[config.mk]
export PLATFORM = sky130hd
export DESIGN_NAME = adivinhador
export DESIGN_NICKNAME = d
export VERILOG_FILES = /design/src/rtl/dicas_pkg.sv /design/src/rtl/passo_busca.sv /design/src/rtl/adivinhador.sv
export SDC_FILE = /design/constraint.sdc
export NUM_CORES = 1
export LEC_CHECK = 0
export CAP_MARGIN = 40
export CORE_ASPECT_RATIO = 1.25
export CORE_MARGIN = 3
export CORE_UTILIZATION = 59
export DETAILED_ROUTE_END_ITERATION = 8
export PLACE_DENSITY_LB_ADDON = 0.1
export SLEW_MARGIN = 25
export SYNTH_ARGS = -nofsm -noshare
export SYNTH_HDL_FRONTEND = slang
export SYNTH_SLANG_ARGS = --single-unit
[constraint.sdc]
create_clock -name clk -period 7 [get_ports clk]
set_clock_uncertainty 0.1 [all_clocks]
set_input_delay 1.4 -clock clk [delete_from_list [all_inputs] [get_ports clk]]
set_output_delay 1.4 -clock clk [all_outputs]
set_load 0.01 [all_outputs]
[src/rtl/dicas_pkg.sv]
// Shared definitions for the adivinhador password search: hint codes, FSM states
// and default widths. Used by adivinhador and passo_busca.
package dicas_pkg;

    localparam int LARG_A_PADRAO = 4;
    localparam int LARG_B_PADRAO = 3;

    localparam logic [1:0] COMP_MENOR  = 2'b00;
    localparam logic [1:0] COMP_MAIOR  = 2'b01;
    localparam logic [1:0] COMP_IGUAL  = 2'b10;
    localparam logic [1:0] COMP_ILEGAL = 2'b11;

    typedef enum logic [2:0] {
        OCIOSO,
        BUSCA_A,
        BUSCA_B,
        VERIFICA,
        FIM
    } estado_t;

    function automatic logic [3:0] incr_sat(input logic [3:0] v);
        return (v == 4'hF) ? v : v + 4'd1;
    endfunction

endpackage

[src/rtl/passo_busca.sv]
// One binary-search step: midpoint of [lo, hi] and the narrowed interval for a
// given hint, plus detection of illegal or contradictory hints.
module passo_busca
    import dicas_pkg::*;
#(
    parameter int W = 4
) (
    input  logic [W-1:0] i_lo,
    input  logic [W-1:0] i_hi,
    input  logic [1:0]   i_comp,
    output logic [W-1:0] o_lo_next,
    output logic [W-1:0] o_hi_next,
    output logic [W-1:0] o_mid,
    output logic         o_erro
);

    localparam logic [W-1:0] UM = W'(1);

    // One extra bit keeps lo+hi from overflowing before the halving.
    logic [W:0] w_soma;

    assign w_soma = {1'b0, i_lo} + {1'b0, i_hi};
    assign o_mid  = w_soma[W:1];

    always_comb begin
        o_lo_next = i_lo;
        o_hi_next = i_hi;
        o_erro    = 1'b0;
        case (i_comp)
            COMP_MENOR: begin
                o_lo_next = o_mid + UM;
                o_erro    = (o_mid == i_hi);
            end
            COMP_MAIOR: begin
                o_hi_next = o_mid - UM;
                o_erro    = (o_mid == i_lo);
            end
            COMP_IGUAL: ;
            default:    o_erro = 1'b1;
        endcase
    end

endmodule

[src/rtl/adivinhador.sv]
// Two-phase binary search guesser: finds senha A, then senha B, from hints on comp.
// Optional build macro CHECA_PARIDADE_EN adds a final parity check of the found pair.
module adivinhador
    import dicas_pkg::*;
#(
    parameter int LARG_A = LARG_A_PADRAO,
    parameter int LARG_B = LARG_B_PADRAO
) (
    input  logic              clk,
    input  logic              rst,
    input  logic              start,
    input  logic [1:0]        comp,
    input  logic              paridade,
    output logic [LARG_A-1:0] tentativaA,
    output logic [LARG_B-1:0] tentativaB,
    output logic              modoB,
    output logic              busy,
    output logic              done,
    output logic              erro,
    output logic [LARG_A-1:0] achadoA,
    output logic [LARG_B-1:0] achadoB,
    output logic [3:0]        num_tent
);

    estado_t r_estado, w_estado_next;

    logic [LARG_A-1:0] r_lo_a, r_hi_a, r_tent_a, r_achado_a;
    logic [LARG_B-1:0] r_lo_b, r_hi_b, r_tent_b, r_achado_b;
    logic              r_erro;
    logic [3:0]        r_num_tent;

    logic [LARG_A-1:0] w_lo_next_a, w_hi_next_a, w_mid_a;
    logic [LARG_B-1:0] w_lo_next_b, w_hi_next_b, w_mid_b;
    logic              w_erro_a, w_erro_b, w_erro_par;

    passo_busca #(.W(LARG_A)) u_passo_a (
        .i_lo      (r_lo_a),
        .i_hi      (r_hi_a),
        .i_comp    (comp),
        .o_lo_next (w_lo_next_a),
        .o_hi_next (w_hi_next_a),
        .o_mid     (w_mid_a),
        .o_erro    (w_erro_a)
    );

    passo_busca #(.W(LARG_B)) u_passo_b (
        .i_lo      (r_lo_b),
        .i_hi      (r_hi_b),
        .i_comp    (comp),
        .o_lo_next (w_lo_next_b),
        .o_hi_next (w_hi_next_b),
        .o_mid     (w_mid_b),
        .o_erro    (w_erro_b)
    );

`ifdef CHECA_PARIDADE_EN
    assign w_erro_par = ((^r_achado_a) ^ (^r_achado_b)) != paridade;
`else
    // Parity hint is deliberately ignored in this build.
    assign w_erro_par = paridade & 1'b0;
`endif

    always_ff @(posedge clk or posedge rst) begin
        if (rst) begin
            r_estado <= OCIOSO;
        end else begin
            r_estado <= w_estado_next;
        end
    end

    always_comb begin
        w_estado_next = r_estado;
        busy          = 1'b0;
        done          = 1'b0;
        modoB         = 1'b0;
        case (r_estado)
            OCIOSO: begin
                if (start) w_estado_next = BUSCA_A;
            end
            BUSCA_A: begin
                busy = 1'b1;
                if (w_erro_a)                 w_estado_next = FIM;
                else if (comp == COMP_IGUAL)  w_estado_next = BUSCA_B;
            end
            BUSCA_B: begin
                busy  = 1'b1;
                modoB = 1'b1;
                if (w_erro_b)                 w_estado_next = FIM;
                else if (comp == COMP_IGUAL)  w_estado_next = VERIFICA;
            end
            VERIFICA: begin
                busy          = 1'b1;
                modoB         = 1'b1;
                w_estado_next = FIM;
            end
            FIM: begin
                done          = 1'b1;
                w_estado_next = OCIOSO;
            end
            default: w_estado_next = OCIOSO;
        endcase
    end

    always_ff @(posedge clk or posedge rst) begin
        if (rst) begin
            r_lo_a     <= '0;
            r_hi_a     <= '0;
            r_lo_b     <= '0;
            r_hi_b     <= '0;
            r_tent_a   <= '0;
            r_tent_b   <= '0;
            r_achado_a <= '0;
            r_achado_b <= '0;
            r_erro     <= 1'b0;
            r_num_tent <= '0;
        end else begin
            case (r_estado)
                OCIOSO: begin
                    if (start) begin
                        r_lo_a     <= '0;
                        r_hi_a     <= '1;
                        r_achado_a <= '0;
                        r_achado_b <= '0;
                        r_erro     <= 1'b0;
                        r_num_tent <= '0;
                    end
                end
                BUSCA_A: begin
                    r_num_tent <= incr_sat(r_num_tent);
                    r_tent_a   <= w_mid_a;
                    r_lo_a     <= w_lo_next_a;
                    r_hi_a     <= w_hi_next_a;
                    if (w_erro_a) begin
                        r_erro <= 1'b1;
                    end else if (comp == COMP_IGUAL) begin
                        r_achado_a <= w_mid_a;
                        r_lo_b     <= '0;
                        r_hi_b     <= '1;
                    end
                end
                BUSCA_B: begin
                    r_num_tent <= incr_sat(r_num_tent);
                    r_tent_b   <= w_mid_b;
                    r_lo_b     <= w_lo_next_b;
                    r_hi_b     <= w_hi_next_b;
                    if (w_erro_b)                r_erro     <= 1'b1;
                    else if (comp == COMP_IGUAL) r_achado_b <= w_mid_b;
                end
                VERIFICA: begin
                    r_erro <= r_erro | w_erro_par;
                end
                default: ;
            endcase
        end
    end

    // The active phase shows the live midpoint; the other holds its last guess.
    assign tentativaA = (r_estado == BUSCA_A) ? w_mid_a : r_tent_a;
    assign tentativaB = (r_estado == BUSCA_B) ? w_mid_b : r_tent_b;
    assign erro       = r_erro;
    assign achadoA    = r_achado_a;
    assign achadoB    = r_achado_b;
    assign num_tent   = r_num_tent;

endmodule

After elaboration in Yosys (flattened, before gate mapping)
Cells that the tools add are included.
{"block": "classes", "n_reduce_logical": 19, "bitwise": 0, "eq_ne": 25, "mul": 0, "magnitude_cmp": 0, "muxes": 40, "div": 0, "add_sub_neg": 7, "n_shift": 0}
{"cell": "3-bit two-way mux", "n": 15}
{"cell": "4-bit two-way mux", "n": 8}
{"cell": "4-bit case mux with 2 select lines", "n": 4}
{"cell": "4-bit AND reduction", "n": 5}
{"cell": "3-bit case mux with 2 select lines", "n": 3}
{"cell": "2-bit by 1-bit inequality test with 1-bit output, second input constant", "n": 6}
{"cell": "2-bit inequality test, second input constant", "n": 6}
{"cell": "3-bit case mux with 4 select lines", "n": 1}
{"cell": "3-bit AND reduction", "n": 4}
{"cell": "1-bit case mux with 3 select lines", "n": 3}
{"cell": "4-bit by 1-bit adder with 4-bit output, second input constant", "n": 2}
{"cell": "4-bit == test", "n": 2}
{"cell": "2-bit nonzero test", "n": 4}
{"cell": "3-bit by 2-bit == test with 1-bit output, second input constant", "n": 2}
{"cell": "3-bit == test", "n": 2}
{"cell": "1-bit two-way mux", "n": 6}
{"cell": "3-bit by 2-bit inequality test with 1-bit output, second input constant", "n": 2}
{"cell": "4-bit by 4-bit adder with 5-bit output", "n": 1}
{"cell": "3-bit by 3-bit adder with 4-bit output", "n": 1}
{"cell": "4-bit == test, second input constant", "n": 1}
{"cell": "2-bit OR reduction", "n": 2}
{"cell": "4-bit by 1-bit subtractor with 4-bit output, second input constant", "n": 1}
{"cell": "3-bit by 1-bit adder with 3-bit output, second input constant", "n": 1}
{"cell": "3-bit by 1-bit == test with 1-bit output, second input constant", "n": 1}
{"cell": "other kinds (8)", "n": 8}
{"block": "totals", "mem_bits_rw": 0, "romBits": 0, "output_inout_bits": 22, "ff_bits": 36, "mem_count": 0, "wordCells": 102, "latch_bits": 0}

Depth between registers and ports, before layout
{"block": "depth", "ltp_word": 5, "depth_mapped": 8}

By module
A second synthesis with hierarchy kept.
{"block": "hier_totals", "hier_cells": 236, "area_unflattened_um2": 2308.5}
{"module": "adivinhador", "seq_area_each_um2": 900.9, "n_inst": 1, "cells_each": 143, "area_each_um2": 1559.0}
{"module": "passo_busca at u_passo_a", "seq_area_each_um2": 0.0, "n_inst": 1, "cells_each": 58, "area_each_um2": 452.9}
{"module": "passo_busca at u_passo_b", "seq_area_each_um2": 0.0, "n_inst": 1, "cells_each": 35, "area_each_um2": 296.5}

Worst setup path before layout
No wires, ideal clock.
{"block": "synth_path", "path_type": "register -> output", "start": "register r_lo_a[1]", "end": "output tentativaA[2]", "setup_slack_ns": 3.836, "path_stages_with_launch": 7, "required_time_ns": 5.500, "path_buffers": 0, "t_arrival_ns": 1.664, "cell_sequence": "dfrtp_1 ha_1 a31o_2 a21oi_1 xor2_2 nor2_1 a21o_1"}
{"block": "synth_via", "elab_chain_len": 2}
{"item": "start, declared", "line": "adivinhador.sv:27", "rtl": "logic [LARG_A-1:0] r_lo_a, r_hi_a, r_tent_a, r_achado_a;"}
{"item": "start signal, assigned", "line": "adivinhador.sv:131", "rtl": "r_lo_a <= w_lo_next_a;"}
{"item": "4-bit by 4-bit adder with 5-bit output", "line": "passo_busca.sv:22", "rtl": "assign w_soma = {1'b0, i_lo} + {1'b0, i_hi};"}
{"item": "4-bit two-way mux"}
{"item": "end, declared", "line": "adivinhador.sv:14", "rtl": "output logic [LARG_A-1:0] tentativaA,"}
No other way between the ends.

Final worst setup path
Same ends and word-level chain as after synthesis.

==> implementation parameters <==
Parameter                              Value

Routing
  First-pass iteration count of the detailed router    4
  Drt initial violations    94
  Number of nets with antenna violations after detailed routing    0
  DR WL/cell    16.29 um
  Detailed-route DRC error count    0
  Vias after detailed routing    1712
  Vias/cell    approximately 6
  Overall routed net length    4578 um

Pwr
  Switching pwr    approximately 0.59 mW
  Internal power    0.7661 mW
  Leakage    1.119 nW
  Worst VDD drop    0.4168 mV
  Sequential share of power    26.1%
  Clk network pwr share    11.2%
  Total power of the final layout    1.361 mW
  PD cells    approximately 550 nW/um^2
  Gate power share    62.8%
  Switching power as a share of total power    a little over two fifths

Critical path
  Beginning of the worst register-to-register path    r_lo_a[1]
  Largest fanout of any net on the critical path    6
  Kind of launch point of the worst setup path    register
  Endpoint of the worst-slack reg-to-reg timing path    r_estado[2]
  Critical Path, Cell by Cell    ha_1, a31o_2, a21oi_1, xor2_2, nor2_1, a21o_1, clkdlybuf4s50_1
  Max incr delay on CP    0.48 ns
  Slowest cell on the critical path    clkdlybuf4s50_1
  CP Class    register to output pin
  Data arrival time of the worst path    2.58 ns
  Reg2Reg Setup Slack    4.58 ns
  Nature of the critical path endpoint    output pin
  Number of cells on the worst reg-to-reg path    7
  Critical Path RT    5.50 ns

Layout
  Proportion of layout cells with a drive suffix above 1    approximately 8%
  Number of antenna diodes    0
  Most frequent standard cell in the layout excluding fill and tap cells    dfrtp_1
  Commonest non-fill, non-tap cells in the layout    36 x dfrtp_1, 26 x clkdlybuf4s50_1, 18 x nor2_1
  Final net count    about 260
  Cell area after layout    2480 um^2
  Synth-to-layout area growth    17.77%

STA
  Shortest clock period the worst path allows after layout    4.084 ns
  Number of max-slew violations in the final report    0
  Relative slew slack    between 50% and 60%
  Final clock period utilization by the worst path    58.34%
  Total negative slack    0 ns
  Final-report hold violation count    0
  Unrepaired setup endpoints after global routing    no
  Finish-stage setup viols    0
  Achievable clock frequency    244.9 MHz
  Slew at the pin closest to its max-slew limit    0.6825 ns

Clock tree
  Postcts setup bufs    0
  Clock input transition at the sequential cells of the worst setup and hold paths    0.07 ns
  Resized cells post-CTS    0
  Count of hold buffers inserted by post-cts repair    0
  Clock Sinks    36
  CTS root buffer    clkbuf_8
  Clock latency at the later pin of the worst-skew pair    0.29 ns
  CTS tree    done
  CTS max path bufs    2
  Number of buffers inserted during clock tree synthesis    5
  # H-tree levels    2

Place
  GPL Wtd Cong    approximately 0.83
  IO Port Bufs    26
  Detailed placer's ending HPWL    between 3000 and 4000 um
  Instance area after placement    2390 um^2

Yosys
  Yosys warnings    0
  Number of different library cells in the post-synthesis netlist    36
  Post-synthesis async set-or-reset flop share    100.0%
  Proportion of synthesized chip area in sequential cells    42.78%
  Netlist Area Pre-Place    2106 um^2
  Post-Syn Instances    215
  Prevailing post-synth register cell    dfrtp_1
  Number of synthesized register bits    36
  Avg Inst Size Synth    9.794 um^2
  Post-Syn Nets    233
  EDFF count, synth    0

Status
  Result of the run    completed

Global route
  Number of global-route vias before repair    1723
  GRT Overall Usage    23.64%
  Overflow after GRT    0
  Pin count of the biggest net entering global routing    37
  Initial antenna violation count    0
  Wire length of the first global-routing pass    roughly 7700 um

Die
  Initial Utilization    63.63%
  I/O pin count    28
  Site row count    23
  Area of the core region    3309 um^2
  Height of the die    72.80 um
  Die X    59.44 um
  Die area    4327 um^2

Worst hold path
  Start point of the worst hold path    r_tent_a[1]
  Hold Path Stages    1
  Type of the worst min-delay path    register to register
  Endpoint of the worst hold-timing path    r_tent_a[1]

Job
  Max-cap violations    0
[routing by layer]
| layer | vias up | GRT usage, % | share of wire, % | wire [um] |
|---|---|---|---|---|
| li1 | 809 | - | - | - |
| met1 | 836 | 26.18 | 39 | 1792 |
| met2 | 53 | 41.56 | 53 | 2437 |
| met3 | 14 | 5.133 | 4.7 | 217 |
| met4 | 0 | 11.84 | 2.8 | 129 |
| met5 | - | 0 | 0 | 0 |
[critical path: cells and delay by family (launching register included)]
family / cells / cell delay, ns
buffers and inverters: 1 / 0.48
AND/OR/NAND/NOR: 1 / 0.10
adder cells (fa/ha/maj): 1 / 0.30
flip-flops: 1 / 0.40
AO/OA/AOI/OAI: 3 / 0.66
XOR/XNOR: 1 / 0.36
[Yosys cell counts (2+ instances only)]
master    number  area share, %
xor2_1         4            1.7
mux2_2         6            3.2
ha_1          10            5.9
nor2b_1        2           0.59
and2_1         3           0.89
o21ai_0       13            3.1
a31o_2         2           0.83
nand2b_1       3           0.89
a21oi_1       15            3.6
o22ai_1        4            1.2
a22o_1         3            1.2
or3_1          2           0.59
clkbuf_1       5           0.89
xnor2_1       11            4.6
nor2_1        18            3.2
fa_1           2            1.9
nand3_1        5            1.2
inv_1         13            2.3
a21o_1         9            3.2
xor2_2         2            1.5
a22oi_1        3            1.1
o21a_1         2           0.71
a31oi_1        2           0.59
nand2_1       16            2.9
dfrtp_1       36             43
nor3b_1        3            1.1
nor3_1         5            1.2
mux2i_1        8            3.8
[worst max-delay path by stage]
| stage | cells past startpoint | end | startpoint |
|---|---|---|---|
| 4_1_cts | 7 | tentativaA[2] | r_lo_a[1] |
| 2_1_floorplan | 6 | tentativaA[2] | r_lo_a[1] |
| 5_1_grt | 7 | tentativaA[2] | r_lo_a[1] |
| 6_report | 7 | tentativaA[2] | r_lo_a[1] |
| 3_3_place_gp | 7 | r_estado[2] | comp[0] |
| 3_5_place_dp | 7 | r_estado[2] | comp[0] |
[stage by stage]
| step | instances | setup WS [ns] | hold WS [ns] | util, % |
|---|---|---|---|---|
| CTS | 281 | 2.908 | 0.3774 | 74.93 |
| global route | 281 | 2.799 | 0.4011 | 74.93 |
| floorplan | 215 | 3.836 | 0.3777 | - |
| global placement | 273 | 3.093 | 0.3546 | 72.21 |
| detailed placement | 273 | 3.031 | 0.3621 | 72.21 |
| finish | 281 | 2.916 | 0.3757 | 74.93 |
[final cells by class]
type                    instances  area, um^2
well taps                      37       46.29
multi-input cells             160        1126
repair buffers                 27       267.8
clock buffers                   8       90.09
flip-flops and latches         36       900.9
fillers                       248       829.5
inverters                      13       48.80
[cell families after synthesis]
family / Yosys count / synth area share, %
and+or+nand+nor: 60 / 13.73
AOI/OAI and AO/OA: 57 / 17.11
DFF: 36 / 42.78
buffers and inverters: 19 / 3.744
xor gates and xnor gates: 17 / 7.783
muxes: 14 / 7.011
adders and majority gates: 12 / 7.843
[power groups by stage]
stage | clock (mW) | combinational [mW] | sequential, mW
floorplan | 0 | 0.595 | 0.346
global placement | 0 | 0.811 | 0.351
detailed placement | 0 | 0.849 | 0.357
CTS | 0.151 | 0.856 | 0.355
global route | 0.159 | 0.941 | 0.366
finish | 0.152 | 0.854 | 0.354
[sequential cells by signal, summed over array words and instances (netlist names), 4 cells and up]
name and flops:
achadoA 4, num_tent 4, r_hi_a 4, r_lo_a 4, r_tent_a 4
No activity file was read; power rests on OpenSTA's default activity.
